**config.mk**
```make
export PLATFORM = sky130hd
export DESIGN_NAME = des_iter_core
export DESIGN_NICKNAME = d
export VERILOG_FILES = /design/src/rtl/des_pkg.sv /design/src/rtl/des_iter_core_round.sv /design/src/rtl/des_iter_core.sv
export SDC_FILE = /design/constraint.sdc
export NUM_CORES = 1
export LEC_CHECK = 0
export CAP_MARGIN = 20
export CORE_MARGIN = 4
export CORE_UTILIZATION = 55
export CTS_CLUSTER_SIZE = 10
export DETAILED_ROUTE_END_ITERATION = 10
export GPL_ROUTABILITY_DRIVEN = 0
export PLACE_DENSITY = 0.77
export REMOVE_ABC_BUFFERS = 1
export SLEW_MARGIN = 0
export SYNTH_ARGS = -nofsm -noshare
export SYNTH_HDL_FRONTEND = slang
export SYNTH_HIERARCHICAL = 1
export SYNTH_SLANG_ARGS = --single-unit
```
**constraint.sdc**
```tcl
create_clock -name clk -period 5.25 [get_ports clk]
set_input_delay 0.525 -clock clk [delete_from_list [all_inputs] [get_ports clk]]
set_output_delay 0.525 -clock clk [all_outputs]
set_load 0.1 [all_outputs]
```
**src/rtl/des_pkg.sv**
```systemverilog
// Shared DES constants and pure functions: permutation tables, S-boxes, key schedule
// shifts, plus the round function used by the iterative core.
package des_pkg;

    typedef enum logic [1:0] {S_IDLE, S_RUN, S_DONE} des_state_e;
    typedef enum logic [2:0] {PT_IP, PT_FP, PT_E, PT_P, PT_PC1, PT_PC2} perm_e;

    // Bit n set means n is an accepted unroll factor (1, 2, 4, 8, 16).
    localparam logic [16:0] RPC_LEGAL = 17'h10116;

    localparam int IP_T [64] = '{
        58,50,42,34,26,18,10,2, 60,52,44,36,28,20,12,4,
        62,54,46,38,30,22,14,6, 64,56,48,40,32,24,16,8,
        57,49,41,33,25,17,9,1,  59,51,43,35,27,19,11,3,
        61,53,45,37,29,21,13,5, 63,55,47,39,31,23,15,7};
    localparam int FP_T [64] = '{
        40,8,48,16,56,24,64,32, 39,7,47,15,55,23,63,31,
        38,6,46,14,54,22,62,30, 37,5,45,13,53,21,61,29,
        36,4,44,12,52,20,60,28, 35,3,43,11,51,19,59,27,
        34,2,42,10,50,18,58,26, 33,1,41,9,49,17,57,25};
    localparam int E_T [48] = '{
        32,1,2,3,4,5,     4,5,6,7,8,9,       8,9,10,11,12,13,   12,13,14,15,16,17,
        16,17,18,19,20,21, 20,21,22,23,24,25, 24,25,26,27,28,29, 28,29,30,31,32,1};
    localparam int P_T [32] = '{
        16,7,20,21,29,12,28,17, 1,15,23,26,5,18,31,10,
        2,8,24,14,32,27,3,9,    19,13,30,6,22,11,4,25};
    localparam int PC1_T [56] = '{
        57,49,41,33,25,17,9,  1,58,50,42,34,26,18,
        10,2,59,51,43,35,27,  19,11,3,60,52,44,36,
        63,55,47,39,31,23,15, 7,62,54,46,38,30,22,
        14,6,61,53,45,37,29,  21,13,5,28,20,12,4};
    localparam int PC2_T [48] = '{
        14,17,11,24,1,5,   3,28,15,6,21,10,   23,19,12,4,26,8,   16,7,27,20,13,2,
        41,52,31,37,47,55, 30,40,51,45,33,48, 44,49,39,56,34,53, 46,42,50,36,29,32};

    // Index 0 is unused so the schedule can be addressed by round number directly.
    localparam int SHIFT [17] = '{0, 1,1,2,2,2,2,2,2,1,2,2,2,2,2,2,1};

    localparam int SBOX [8][64] = '{
        '{14,4,13,1,2,15,11,8,3,10,6,12,5,9,0,7,   0,15,7,4,14,2,13,1,10,6,12,11,9,5,3,8,
          4,1,14,8,13,6,2,11,15,12,9,7,3,10,5,0,   15,12,8,2,4,9,1,7,5,11,3,14,10,0,6,13},
        '{15,1,8,14,6,11,3,4,9,7,2,13,12,0,5,10,   3,13,4,7,15,2,8,14,12,0,1,10,6,9,11,5,
          0,14,7,11,10,4,13,1,5,8,12,6,9,3,2,15,   13,8,10,1,3,15,4,2,11,6,7,12,0,5,14,9},
        '{10,0,9,14,6,3,15,5,1,13,12,7,11,4,2,8,   13,7,0,9,3,4,6,10,2,8,5,14,12,11,15,1,
          13,6,4,9,8,15,3,0,11,1,2,12,5,10,14,7,   1,10,13,0,6,9,8,7,4,15,14,3,11,5,2,12},
        '{7,13,14,3,0,6,9,10,1,2,8,5,11,12,4,15,   13,8,11,5,6,15,0,3,4,7,2,12,1,10,14,9,
          10,6,9,0,12,11,7,13,15,1,3,14,5,2,8,4,   3,15,0,6,10,1,13,8,9,4,5,11,12,7,2,14},
        '{2,12,4,1,7,10,11,6,8,5,3,15,13,0,14,9,   14,11,2,12,4,7,13,1,5,0,15,10,3,9,8,6,
          4,2,1,11,10,13,7,8,15,9,12,5,6,3,0,14,   11,8,12,7,1,14,2,13,6,15,0,9,10,4,5,3},
        '{12,1,10,15,9,2,6,8,0,13,3,4,14,7,5,11,   10,15,4,2,7,12,9,5,6,1,13,14,0,11,3,8,
          9,14,15,5,2,8,12,3,7,0,4,10,1,13,11,6,   4,3,2,12,9,5,15,10,11,14,1,7,6,0,8,13},
        '{4,11,2,14,15,0,8,13,3,12,9,7,5,10,6,1,   13,0,11,7,4,9,1,10,14,3,5,12,2,15,8,6,
          1,4,11,13,12,3,7,14,10,15,6,8,0,5,9,2,   6,11,13,8,1,4,10,7,9,5,0,15,14,2,3,12},
        '{13,2,8,4,6,15,11,1,10,9,3,14,5,0,12,7,   1,15,13,8,10,3,7,4,12,5,6,11,0,14,9,2,
          7,11,4,1,9,12,14,2,0,6,10,13,15,3,5,8,   2,1,14,7,4,10,8,13,15,12,9,0,3,5,6,11}};

    function automatic bit rpc_legal(input int n);
        return (n >= 1 && n <= 16) ? RPC_LEGAL[n[4:0]] : 1'b0;
    endfunction

    function automatic int perm_in_w(input perm_e sel);
        case (sel)
            PT_E, PT_P: return 32;
            PT_PC2:     return 56;
            default:    return 64;
        endcase
    endfunction

    function automatic int perm_out_w(input perm_e sel);
        case (sel)
            PT_E, PT_PC2: return 48;
            PT_P:         return 32;
            PT_PC1:       return 56;
            default:      return 64;
        endcase
    endfunction

    function automatic int perm_tab(input perm_e sel, input int i);
        case (sel)
            PT_IP:   return IP_T[i[5:0]];
            PT_FP:   return FP_T[i[5:0]];
            PT_E:    return E_T[i[5:0]];
            PT_P:    return P_T[i[4:0]];
            PT_PC1:  return PC1_T[i[5:0]];
            default: return PC2_T[i[5:0]];
        endcase
    endfunction

    // Values are right-aligned; DES bit n of a w-bit field lives at x[w-n].
    function automatic logic [63:0] des_permute(input perm_e sel, input logic [63:0] x);
        logic [63:0] y;
        int in_w, out_w;
        y = '0;
        in_w = perm_in_w(sel);
        out_w = perm_out_w(sel);
        for (int i = 0; i < 64; i++) begin
            if (i < out_w) y[out_w - 1 - i] = x[in_w - perm_tab(sel, i)];
        end
        return y;
    endfunction

    function automatic logic [55:0] des_pc1(input logic [63:0] key);
        logic [63:0] t;
        t = des_permute(PT_PC1, key);
        return t[55:0];
    endfunction

    function automatic logic [47:0] des_pc2(input logic [55:0] cd);
        logic [63:0] t;
        t = des_permute(PT_PC2, {8'b0, cd});
        return t[47:0];
    endfunction

    function automatic logic [3:0] des_sbox(input logic [2:0] n, input logic [5:0] b);
        return 4'(SBOX[n][{b[5], b[0], b[4:1]}]);
    endfunction

    function automatic logic [31:0] des_f(input logic [31:0] r, input logic [47:0] k);
        logic [63:0] e;
        logic [47:0] x;
        logic [31:0] s;
        logic [63:0] p;
        e = des_permute(PT_E, {32'b0, r});
        x = e[47:0] ^ k;
        for (int i = 0; i < 8; i++) begin
            s[31 - 4*i -: 4] = des_sbox(3'(i), x[47 - 6*i -: 6]);
        end
        p = des_permute(PT_P, {32'b0, s});
        return p[31:0];
    endfunction

    function automatic logic [1:0] shift_of(input logic [4:0] rnd);
        return 2'(SHIFT[rnd]);
    endfunction

    function automatic logic [27:0] rotl28(input logic [27:0] x, input logic [1:0] n);
        return (n == 2'd2) ? {x[25:0], x[27:26]} : {x[26:0], x[27]};
    endfunction

    function automatic logic [27:0] rotr28(input logic [27:0] x, input logic [1:0] n);
        return (n == 2'd2) ? {x[1:0], x[27:2]} : {x[0], x[27:1]};
    endfunction

    // Odd parity expected in every key byte.
    function automatic logic des_key_par_err(input logic [63:0] key);
        logic err;
        err = 1'b0;
        for (int i = 0; i < 8; i++) begin
            if (~^key[8*i +: 8]) err = 1'b1;
        end
        return err;
    endfunction

endpackage

```
**src/rtl/des_iter_core_round.sv**
```systemverilog
// One combinational DES Feistel round with its key-schedule step.
module des_round
    import des_pkg::*;
(
    input  logic [31:0] l_i,
    input  logic [31:0] r_i,
    input  logic [55:0] cd_i,
    input  logic [4:0]  rnd_i,
    input  logic        dec_i,
    output logic [31:0] l_o,
    output logic [31:0] r_o,
    output logic [55:0] cd_o
);

    logic [4:0]  dec_idx;
    logic [55:0] cd_rot;
    logic [55:0] cd_back;
    logic [47:0] k;

    // Decrypt walks the schedule backwards: use the current CD, then undo shift 17-r.
    always_comb begin
        dec_idx = 5'd17 - rnd_i;
        cd_rot  = {rotl28(cd_i[55:28], shift_of(rnd_i)), rotl28(cd_i[27:0], shift_of(rnd_i))};
        cd_back = {rotr28(cd_i[55:28], shift_of(dec_idx)), rotr28(cd_i[27:0], shift_of(dec_idx))};
        k       = des_pc2(dec_i ? cd_i : cd_rot);
        l_o     = r_i;
        r_o     = l_i ^ des_f(r_i, k);
        cd_o    = dec_i ? cd_back : cd_rot;
    end

endmodule

```
**src/rtl/des_iter_core.sv**
```systemverilog
// Iterative DES engine: ROUNDS_PER_CYCLE chained rounds per clock behind
// valid/ready request and result handshakes.
//   state  | meaning
//   IDLE   | in_ready high, waiting for a block
//   RUN    | applying rounds, rcnt = rounds completed so far
//   DONE   | result held on out_data until out_ready
module des_iter_core
    import des_pkg::*;
#(
    parameter int ROUNDS_PER_CYCLE = 1,
    parameter int CHECK_PARITY     = 1
) (
    input  logic        clk,
    input  logic        rst,
    input  logic        in_valid,
    output logic        in_ready,
    input  logic        in_decrypt,
    input  logic [63:0] in_key,
    input  logic [63:0] in_data,
    output logic        out_valid,
    input  logic        out_ready,
    output logic [63:0] out_data,
    output logic        key_par_err
);

    if (!rpc_legal(ROUNDS_PER_CYCLE)) begin : g_bad_rpc
        $error("des_iter_core: ROUNDS_PER_CYCLE must be 1, 2, 4, 8 or 16");
    end

    // A step of 16 wraps the 4-bit counter to 0, which is also the last-round value.
    localparam logic [3:0] RPC_STEP  = 4'(ROUNDS_PER_CYCLE);
    localparam logic [3:0] LAST_RCNT = 4'(16 - ROUNDS_PER_CYCLE);

    des_state_e  state_q, state_d;
    logic [3:0]  rcnt_q, rcnt_d;
    logic [31:0] l_q, l_d, r_q, r_d;
    logic [55:0] cd_q, cd_d;
    logic        mode_q, mode_d;
    logic        par_q, par_d;
    logic [63:0] out_data_q, out_data_d;
    logic        out_valid_q, out_valid_d;
    logic        kerr_q, kerr_d;

    logic [31:0] l_c  [ROUNDS_PER_CYCLE+1];
    logic [31:0] r_c  [ROUNDS_PER_CYCLE+1];
    logic [55:0] cd_c [ROUNDS_PER_CYCLE+1];
    logic [63:0] ip_w;
    logic [55:0] pc1_w;
    logic [63:0] fp_w;

    assign l_c[0]  = l_q;
    assign r_c[0]  = r_q;
    assign cd_c[0] = cd_q;

    for (genvar g = 0; g < ROUNDS_PER_CYCLE; g++) begin : g_rnd
        des_round u_round (
            .l_i   (l_c[g]),
            .r_i   (r_c[g]),
            .cd_i  (cd_c[g]),
            .rnd_i ({1'b0, rcnt_q} + 5'(g + 1)),
            .dec_i (mode_q),
            .l_o   (l_c[g+1]),
            .r_o   (r_c[g+1]),
            .cd_o  (cd_c[g+1])
        );
    end

    assign ip_w  = des_permute(PT_IP, in_data);
    assign pc1_w = des_pc1(in_key);
    assign fp_w  = des_permute(PT_FP, {r_c[ROUNDS_PER_CYCLE], l_c[ROUNDS_PER_CYCLE]});

    always_comb begin
        state_d     = state_q;
        rcnt_d      = rcnt_q;
        l_d         = l_q;
        r_d         = r_q;
        cd_d        = cd_q;
        mode_d      = mode_q;
        par_d       = par_q;
        out_data_d  = out_data_q;
        out_valid_d = out_valid_q;
        kerr_d      = kerr_q;
        case (state_q)
            S_IDLE: begin
                if (in_valid) begin
                    l_d     = ip_w[63:32];
                    r_d     = ip_w[31:0];
                    cd_d    = pc1_w;
                    mode_d  = in_decrypt;
                    par_d   = des_key_par_err(in_key);
                    rcnt_d  = 4'd0;
                    state_d = S_RUN;
                end
            end
            S_RUN: begin
                l_d    = l_c[ROUNDS_PER_CYCLE];
                r_d    = r_c[ROUNDS_PER_CYCLE];
                cd_d   = cd_c[ROUNDS_PER_CYCLE];
                rcnt_d = rcnt_q + RPC_STEP;
                if (rcnt_q == LAST_RCNT) begin
                    out_data_d  = fp_w;
                    kerr_d      = par_q & (CHECK_PARITY != 0);
                    out_valid_d = 1'b1;
                    state_d     = S_DONE;
                end
            end
            S_DONE: begin
                if (out_ready) begin
                    out_valid_d = 1'b0;
                    state_d     = S_IDLE;
                end
            end
            default: state_d = S_IDLE;
        endcase
    end

    always_ff @(posedge clk) begin
        if (rst) begin
            state_q     <= S_IDLE;
            rcnt_q      <= 4'd0;
            l_q         <= '0;
            r_q         <= '0;
            cd_q        <= '0;
            mode_q      <= 1'b0;
            par_q       <= 1'b0;
            out_data_q  <= '0;
            out_valid_q <= 1'b0;
            kerr_q      <= 1'b0;
        end else begin
            state_q     <= state_d;
            rcnt_q      <= rcnt_d;
            l_q         <= l_d;
            r_q         <= r_d;
            cd_q        <= cd_d;
            mode_q      <= mode_d;
            par_q       <= par_d;
            out_data_q  <= out_data_d;
            out_valid_q <= out_valid_d;
            kerr_q      <= kerr_d;
        end
    end

    assign in_ready    = (state_q == S_IDLE);
    assign out_valid   = out_valid_q;
    assign out_data    = out_data_q;
    assign key_par_err = kerr_q;

endmodule

```
Yosys cells after proc, flatten, opt, wreduce, memory -nomap -nowiden
Memories as Yosys holds them, arrays and structs flattened.
Index checks and enable logic that the tools add are counted.
{"block": "op_classes", "shift": 0, "n_mux": 49, "eq_ne": 8, "magnitude_cmp": 10, "multipliers": 0, "n_div": 0, "bitwise": 12, "n_reduce_logical": 16, "n_addsub": 3}
{"operator": "$mux W56", "n": 3}
{"operator": "$pmux W32 S2", "n": 2}
{"operator": "$mux W28", "n": 4}
{"operator": "$pmux W56 S2", "n": 1}
{"operator": "$mux W4", "n": 17}
{"operator": "$mux W32", "n": 2}
{"operator": "$reduce_xnor A8 Y1", "n": 8}
{"operator": "$ge A7 B7 Y1 const B", "n": 8}
{"operator": "$not A6 Y7", "n": 8}
{"operator": "$xor A48 B48 Y48", "n": 1}
{"operator": "$xor A32 B32 Y32", "n": 1}
{"operator": "$mux W2", "n": 7}
{"operator": "$ge A6 B6 Y1 const B", "n": 2}
{"operator": "$not A5 Y6", "n": 2}
{"operator": "$mux W1", "n": 10}
{"operator": "$pmux W4 S2", "n": 1}
{"operator": "$eq A2 B2 Y1 const B", "n": 3}
{"operator": "$ne A2 B2 Y1 const B", "n": 3}
{"operator": "$pmux W2 S3", "n": 1}
{"operator": "$reduce_and A2 Y1", "n": 3}
{"operator": "$reduce_and A3 Y1", "n": 2}
{"operator": "$add A4 B1 Y5 const B", "n": 1}
{"operator": "$sub A5 B5 Y5 const A", "n": 1}
{"operator": "$add A4 B1 Y4 const B", "n": 1}
{"operator": "other kinds (5)", "n": 6}
{"block": "totals", "output_inout_bits": 67, "mem_bits_ro": 18432, "reg_bits": 194, "latchBits": 0, "inputBits": 133, "mem_bits_rw": 0, "elab_cells": 118, "mem_count": 10}
{"name": "(no name shown)", "depth": 64, "width": 32, "read_ports": 1, "rd_ports_with_merged_regs": 0, "write_ports": 0, "line_no": "des_pkg.sv:115", "text": "return 4'(SBOX[n][{b[5], b[0], b[4:1]}]);"}
{"name": "(no name shown)", "depth": 64, "width": 32, "read_ports": 1, "rd_ports_with_merged_regs": 0, "write_ports": 0, "line_no": "des_pkg.sv:115"}
{"name": "(no name shown)", "depth": 64, "width": 32, "read_ports": 1, "rd_ports_with_merged_regs": 0, "write_ports": 0, "line_no": "des_pkg.sv:115"}
{"name": "(no name shown)", "depth": 64, "width": 32, "read_ports": 1, "rd_ports_with_merged_regs": 0, "write_ports": 0, "line_no": "des_pkg.sv:115"}
{"name": "(no name shown)", "depth": 64, "width": 32, "read_ports": 1, "rd_ports_with_merged_regs": 0, "write_ports": 0, "line_no": "des_pkg.sv:115"}
{"name": "(no name shown)", "depth": 64, "width": 32, "read_ports": 1, "rd_ports_with_merged_regs": 0, "write_ports": 0, "line_no": "des_pkg.sv:115"}
{"name": "4 more memories"}

Longest topological paths before layout
{"block": "logic_depth", "word_depth": 15, "depth_mapped": 22, "ltp_nobuf": 18}

By module
Netlist, hierarchy kept.
{"module": "des_round", "area_per_inst_um2": 9300.2, "cells_each": 1325, "n_inst": 1, "seq_area_each_um2": 0.0}
{"module": "des_iter_core", "area_per_inst_um2": 8174.1, "cells_each": 998, "n_inst": 1, "seq_area_each_um2": 3883.7}

Least setup slack after synthesis
No wires, ideal clock.
{"block": "synth_timing", "kind": "flip-flop to flip-flop", "from": "reg rcnt_q[0]", "to": "reg r_q[0]", "required_time_ps": 5159, "setup_slack_ps": 503, "period_less_slack_ps": 4747, "stages_incl_launch_ff": 20, "arrival_time_ps": 4656, "setup_time_ps": 91, "n_path_buf": 3, "cell_sequence": "dfxtp_1 -> ha_1 -> inv_1 -> ha_1 -> nor3b_4 -> buf_2 -> buf_2 -> o311ai_0 -> o311a_1 -> xor2_1 -> inv_1 -> ha_1 -> clkbuf_1 -> nor2_1 -> a211oi_1 -> a21oi_1 -> mux4_2 -> xnor2_1 -> nor2_1 -> a311oi_1"}
{"block": "synth_between", "elab_chain_cells": 15}
{"item": "from (decl)", "line_no": "des_iter_core.sv:35", "text": "logic [3:0] rcnt_q, rcnt_d;"}
{"item": "from (signal assigned)", "line_no": "des_iter_core.sv:131", "text": "rcnt_q <= rcnt_d;"}
{"item": "$add A4 B1 Y5", "line_no": "des_iter_core.sv:60", "text": ".rnd_i ({1'b0, rcnt_q} + 5'(g + 1)),"}
{"item": "$not A5 Y6 (not written as such)", "line_no": "des_pkg.sv:133", "text": "return 2'(SHIFT[rnd]);"}
{"item": "$mem_v2 Z32 W32"}
{"item": "$mux W2 (not written as such) (2 in a row)", "line_no": "des_pkg.sv:133"}
{"item": "$eq A2 B2 Y1"}
{"item": "$mux W28", "line_no": "des_pkg.sv:137", "text": "return (n == 2'd2) ? {x[25:0], x[27:26]} : {x[26:0], x[27]};"}
{"item": "$mux W56", "line_no": "des_iter_core_round.sv:25", "text": "k = des_pc2(dec_i ? cd_i : cd_rot);"}
{"item": "$xor A48 B48 Y48", "line_no": "des_pkg.sv:124", "text": "x = e[47:0] ^ k;"}
{"item": "$not A6 Y7 (not written as such)", "line_no": "des_pkg.sv:115"}
{"item": "$mem_v2 Z64 W32"}
{"item": "$mux W4 (not written as such) (2 in a row)", "line_no": "des_pkg.sv:115"}
{"item": "$xor A32 B32 Y32", "line_no": "des_iter_core_round.sv:27", "text": "r_o = l_i ^ des_f(r_i, k);"}
{"item": "named net fp_w[56]", "line_no": "des_iter_core.sv:49", "text": "logic [63:0] fp_w;"}
{"item": "$pmux W32 S2", "line_no": "des_iter_core.sv:83", "text": "case (state_q)"}
{"item": "to (signal assigned)", "line_no": "des_iter_core.sv:133", "text": "r_q <= r_d;"}
{"item": "to (decl)", "line_no": "des_iter_core.sv:36", "text": "logic [31:0] l_q, l_d, r_q, r_d;"}
The timed path passes the listed nets, and every way through them passes these cells. The select of a mux whose other input is x is not followed.
A chain may end at the register's enable or synchronous reset.

Worst setup path in the final report
{"block": "layout_timing", "from": "reg rcnt_q[0]", "to": "reg r_q[31]"}
{"block": "layout_between", "elab_chain_cells": 15}
{"item": "$add A4 B1 Y5", "line_no": "des_iter_core.sv:60"}
{"item": "$not A5 Y6 (not written as such)", "line_no": "des_pkg.sv:133"}
{"item": "$mem_v2 Z32 W32"}
{"item": "$mux W2 (2 in a row)"}
{"item": "$eq A2 B2 Y1", "line_no": "des_pkg.sv:137"}
{"item": "$mux W28", "line_no": "des_pkg.sv:137"}
{"item": "$mux W56", "line_no": "des_iter_core_round.sv:25"}
{"item": "$xor A48 B48 Y48", "line_no": "des_pkg.sv:124"}
{"item": "$not A6 Y7 (not written as such)", "line_no": "des_pkg.sv:115"}
{"item": "$mem_v2 Z64 W32"}
{"item": "$mux W4 (not written as such) (2 in a row)", "line_no": "des_pkg.sv:115"}
{"item": "$xor A32 B32 Y32", "line_no": "des_iter_core_round.sv:27"}
{"item": "named net fp_w[6]", "line_no": "des_iter_core.sv:49"}
{"item": "$pmux W32 S2", "line_no": "des_iter_core.sv:83"}
The timed path passes the listed nets, and every way through them passes these cells. The select of a mux whose other input is x is not followed.

==> summary.txt <==
Outcome
  • Status: finished, final reports clean

Drt
  • Routed vias: about 18000
  • Vias per cell: about 6.4
  • Residual DRC: 0
  • Highest routed layer: met4
  • Met2 wire length: 24.3 mm
  • Met3 wire length: 5.40 mm
  • Detail Route Antenna Nets: 0
  • Initial DRC count: roughly 2400
  • M1 WL: 23.5 mm
  • Post-Route WL: 55.3 mm
  • Wire per inst: ~20 um
  • First drt pass iteration count: 6

Yosys
  • Area of the mapped netlist: 17500 um^2
  • Dominant cell type by area after synthesis: dfxtp_1
  • Top FF cell, synth: dfxtp_1
  • Seq/Total Area, Yosys: 0.222
  • Number of flops mapped to enable cells by yosys: 0
  • Top cell type's share of synthesized area: 0.222
  • Yosys Warn Count: 6
  • Synthesized flop and latch total: 194
  • Syn Area/Cell: around 7.5 um^2
  • Ranking of synthesized cells by area: dfxtp_1, nand2_1, a21oi_1
  • Syn Inst Count: 2323
  • Async SR Flop Fraction: 0
  • Count of cell types in the netlist: 86

STA
  • Slew Viols, Final: 0
  • Final setup viols: 0
  • Final Critical Period: 4.89 ns
  • Clk_skew: 0.0168 ns
  • Max_slew headroom: 0.295
  • Setup ws final: 0.361 ns
  • Fin. Hold Viols: 0
  • RSZ-0062 raised after global routing: false
  • Max Clk Rate: 205 MHz
  • Final worst path period share: 0.931
  • Worst-margin pin slew: 1.05 ns

Worst setup path
  • CP Class: register to register
  • Worst path max stage delay: 0.50 ns
  • CP Capture Type: register
  • Slowest cell on crit path: mux4_2
  • CP Cell Sequence: ha_1 -> inv_1 -> ha_1 -> nor3b_4 -> nor3_2 -> buf_4 -> a211oi_2 -> xor2_2 -> inv_1 -> ha_1 -> mux4_2 -> mux2_2 -> o21ai_1 -> xor2_1 -> nor2_1 -> a311oi_1
  • Crit start category: register
  • CP Max Fanout: 11
  • Worst path required time: 5.60 ns
  • Most used cell, CP: ha_1
  • Worst path top cell family by delay: adder cells
  • Worst Path Buf+Inv: 3
  • Worst EP arrival: 5.24 ns

Global route
  • First-pass GRT wire length: 87.3 mm
  • Largest net degree at the start of global routing: 102
  • Antenna violations before repair: 0
  • Number of global-route vias before repair: 16288
  • GRT Resource Usage Total: 0.306
  • Gr ovfl total: 0

Pwr
  • Worst ir drop on vdd: approximately 0.25 mV
  • Leakage: 7.40 nW
  • PwrDens: 342 nW/um^2

Clocking
  • Sink Count: between 150 and 200
  • CTS tree: yes
  • Hold-fix buffers at CTS: 0
  • Clk Latency, worst-skew pair: between 0.4 and 0.5 ns
  • Num CTS Buffers: 17
  • Longest Clk Path Bufs: 2
  • CTS root buf: clkbuf_16
  • CTS clk-pin slew, worst paths: about 0.080 ns
  • Htree depth: 4

Place
  • Pre-CTS setup slack: around 0.37 ns
  • PortBufs: roughly 200
  • Inst Count DP: approximately 2700
  • Dpl hpwl: approximately 38 mm

Final layout
  • Layout cells sized above 1: 0.0880
  • Finished Core Util: 0.632
  • Filler cell count: approximately 2700
  • Finished Layout Cells: 2776
  • N_diodes: 0
  • Final net count: 2563
  • Area growth from synthesis to layout: 13.9%

Floorplanning
  • Num rows: 65
  • Core Area: 31500 um^2
  • Die X: 186 um
  • Die area: roughly 35000 um^2
  • I/O pins: 200
  • Starting Density: 0.555
  • Die H: ~190 um

Job
  • Max-Cap Viols: 0

Min path
  • Hold Path Class: register to register
## worst paths after layout
path / startpoint / to / slack (ns) / cells after the start
max: rcnt_q[0]$_SDFFE_PP0P_ / r_q[31]$_SDFFE_PP0P_ / 0.36 / 16
min: out_data[36]$_SDFFE_PP0P_ / out_data[36]$_SDFFE_PP0P_ / 0.46 / 2
max reg2reg: rcnt_q[0]$_SDFFE_PP0P_ / r_q[31]$_SDFFE_PP0P_ / 0.36 / 16
min reg2reg: out_data[36]$_SDFFE_PP0P_ / out_data[36]$_SDFFE_PP0P_ / 0.46 / 2
## per-stage QoR
stage	area (um^2)	hold WS [ns]	power, mW	setup TNS [ns]
3_5_place_dp	19200	0.446	5.33	0
5_1_grt	19900	0.476	7.20	0
6_report	19900	0.456	6.80	0
2_1_floorplan	16200	0.426	4.38	-213.48
3_3_place_gp	19200	0.441	5.21	0
4_1_cts	19800	0.457	6.71	0
## worst register-to-register path: stages, from the launching register on
cell and delay [ns]:
dfxtp_1 0.35, ha_1 0.38, inv_1 0.12, ha_1 0.35, nor3b_4 0.39, nor3_2 0.11
buf_4 0.22, a211oi_2 0.28, xor2_2 0.42, inv_1 0.21, ha_1 0.42, mux4_2 0.50
mux2_2 0.29, o21ai_1 0.16, xor2_1 0.22, nor2_1 0.07, a311oi_1 0.30
## timing repair
action | CTS | global route
buffers inserted | 0 | 0
resized for setup | 0 | 6
endpoints found under the setup margin | 0 | 7
## synthesized netlist by cell type (all sizes together) (6+ instances only)
| master | n |
|---|---|
| inv | 63 |
| o311a | 30 |
| a32oi | 25 |
| a211oi | 38 |
| mux2i | 61 |
| o211ai | 21 |
| a311oi | 76 |
| and3 | 21 |
| a22oi | 70 |
| nand2 | 557 |
| a221oi | 7 |
| dfxtp | 194 |
| clkbuf | 97 |
| nand2b | 8 |
| nor2b | 22 |
| a21oi | 209 |
| o21ai | 55 |
| a22o | 25 |
| a31oi | 34 |
| ha | 69 |
| nor3 | 21 |
| mux2 | 6 |
| xnor2 | 124 |
| nand3 | 23 |
| nor2 | 134 |
| mux4 | 27 |
| o311ai | 23 |
| xor2 | 53 |
| buf | 146 |
## cells in the final DEF, fill, tap and decap left out, types with 60 or more instances in the layout
cell	synthesis	layout
xnor2_1	115	114
nand2_1	557	555
nor2_1	132	130
ha_1	69	69
mux2i_1	61	61
buf_4	41	61
dfxtp_1	194	193
inv_1	60	60
a22oi_1	70	70
clkdlybuf4s50_1	0	198
a21oi_1	209	209
## routing by layer
layer,vias to the layer above,GRT usage
met5,-,0
met4,0,0.120
met3,138,0.0463
met2,1023,0.464
met1,8344,0.439
li1,8314,-
## state kept, by name, summed over array words and instances (netlist names)
signal       flops
rcnt_q           4
out_data        64
state_q          2
mode_q           1
cd_q            56
r_q             32
key_par_err      1
out_valid        1
par_q            1
l_q             32
## report_power, final
group	internal [mW]	total, mW	switching (mW)
clock network	0.679	1.38	0.698
logic	1.57	3.60	2.03
registers	1.58	1.82	0.245
total	3.82	6.80	2.97
## logic make-up (layout without fill, tap and decap cells)
family / count (synthesis) / count (layout) / synth area share
XOR/XNOR: 177 / 177 / 0.0971
AND/OR/NAND/NOR: 813 / 813 / 0.192
multiplexers: 94 / 94 / 0.0736
adder cells (fa/ha/maj): 69 / 69 / 0.0494
buffers and inverters: 307 / 358 / 0.0866
AO/OA/AOI/OAI: 669 / 669 / 0.279
flip-flops: 194 / 194 / 0.222
## layout make-up
class | instances | area, um^2 | area share
inverters | 64 | 240 | 0.0121
clock inverters | 15 | 173 | 0.00868
repair buffers | 262 | 2490 | 0.125
clock buffers | 17 | 425 | 0.0214
multi-input cells | 1822 | 12200 | 0.612
flip-flops and latches | 194 | 3890 | 0.195
well taps | 402 | 503 | 0.0253
Note: power is estimated with default switching activity, not from simulation.
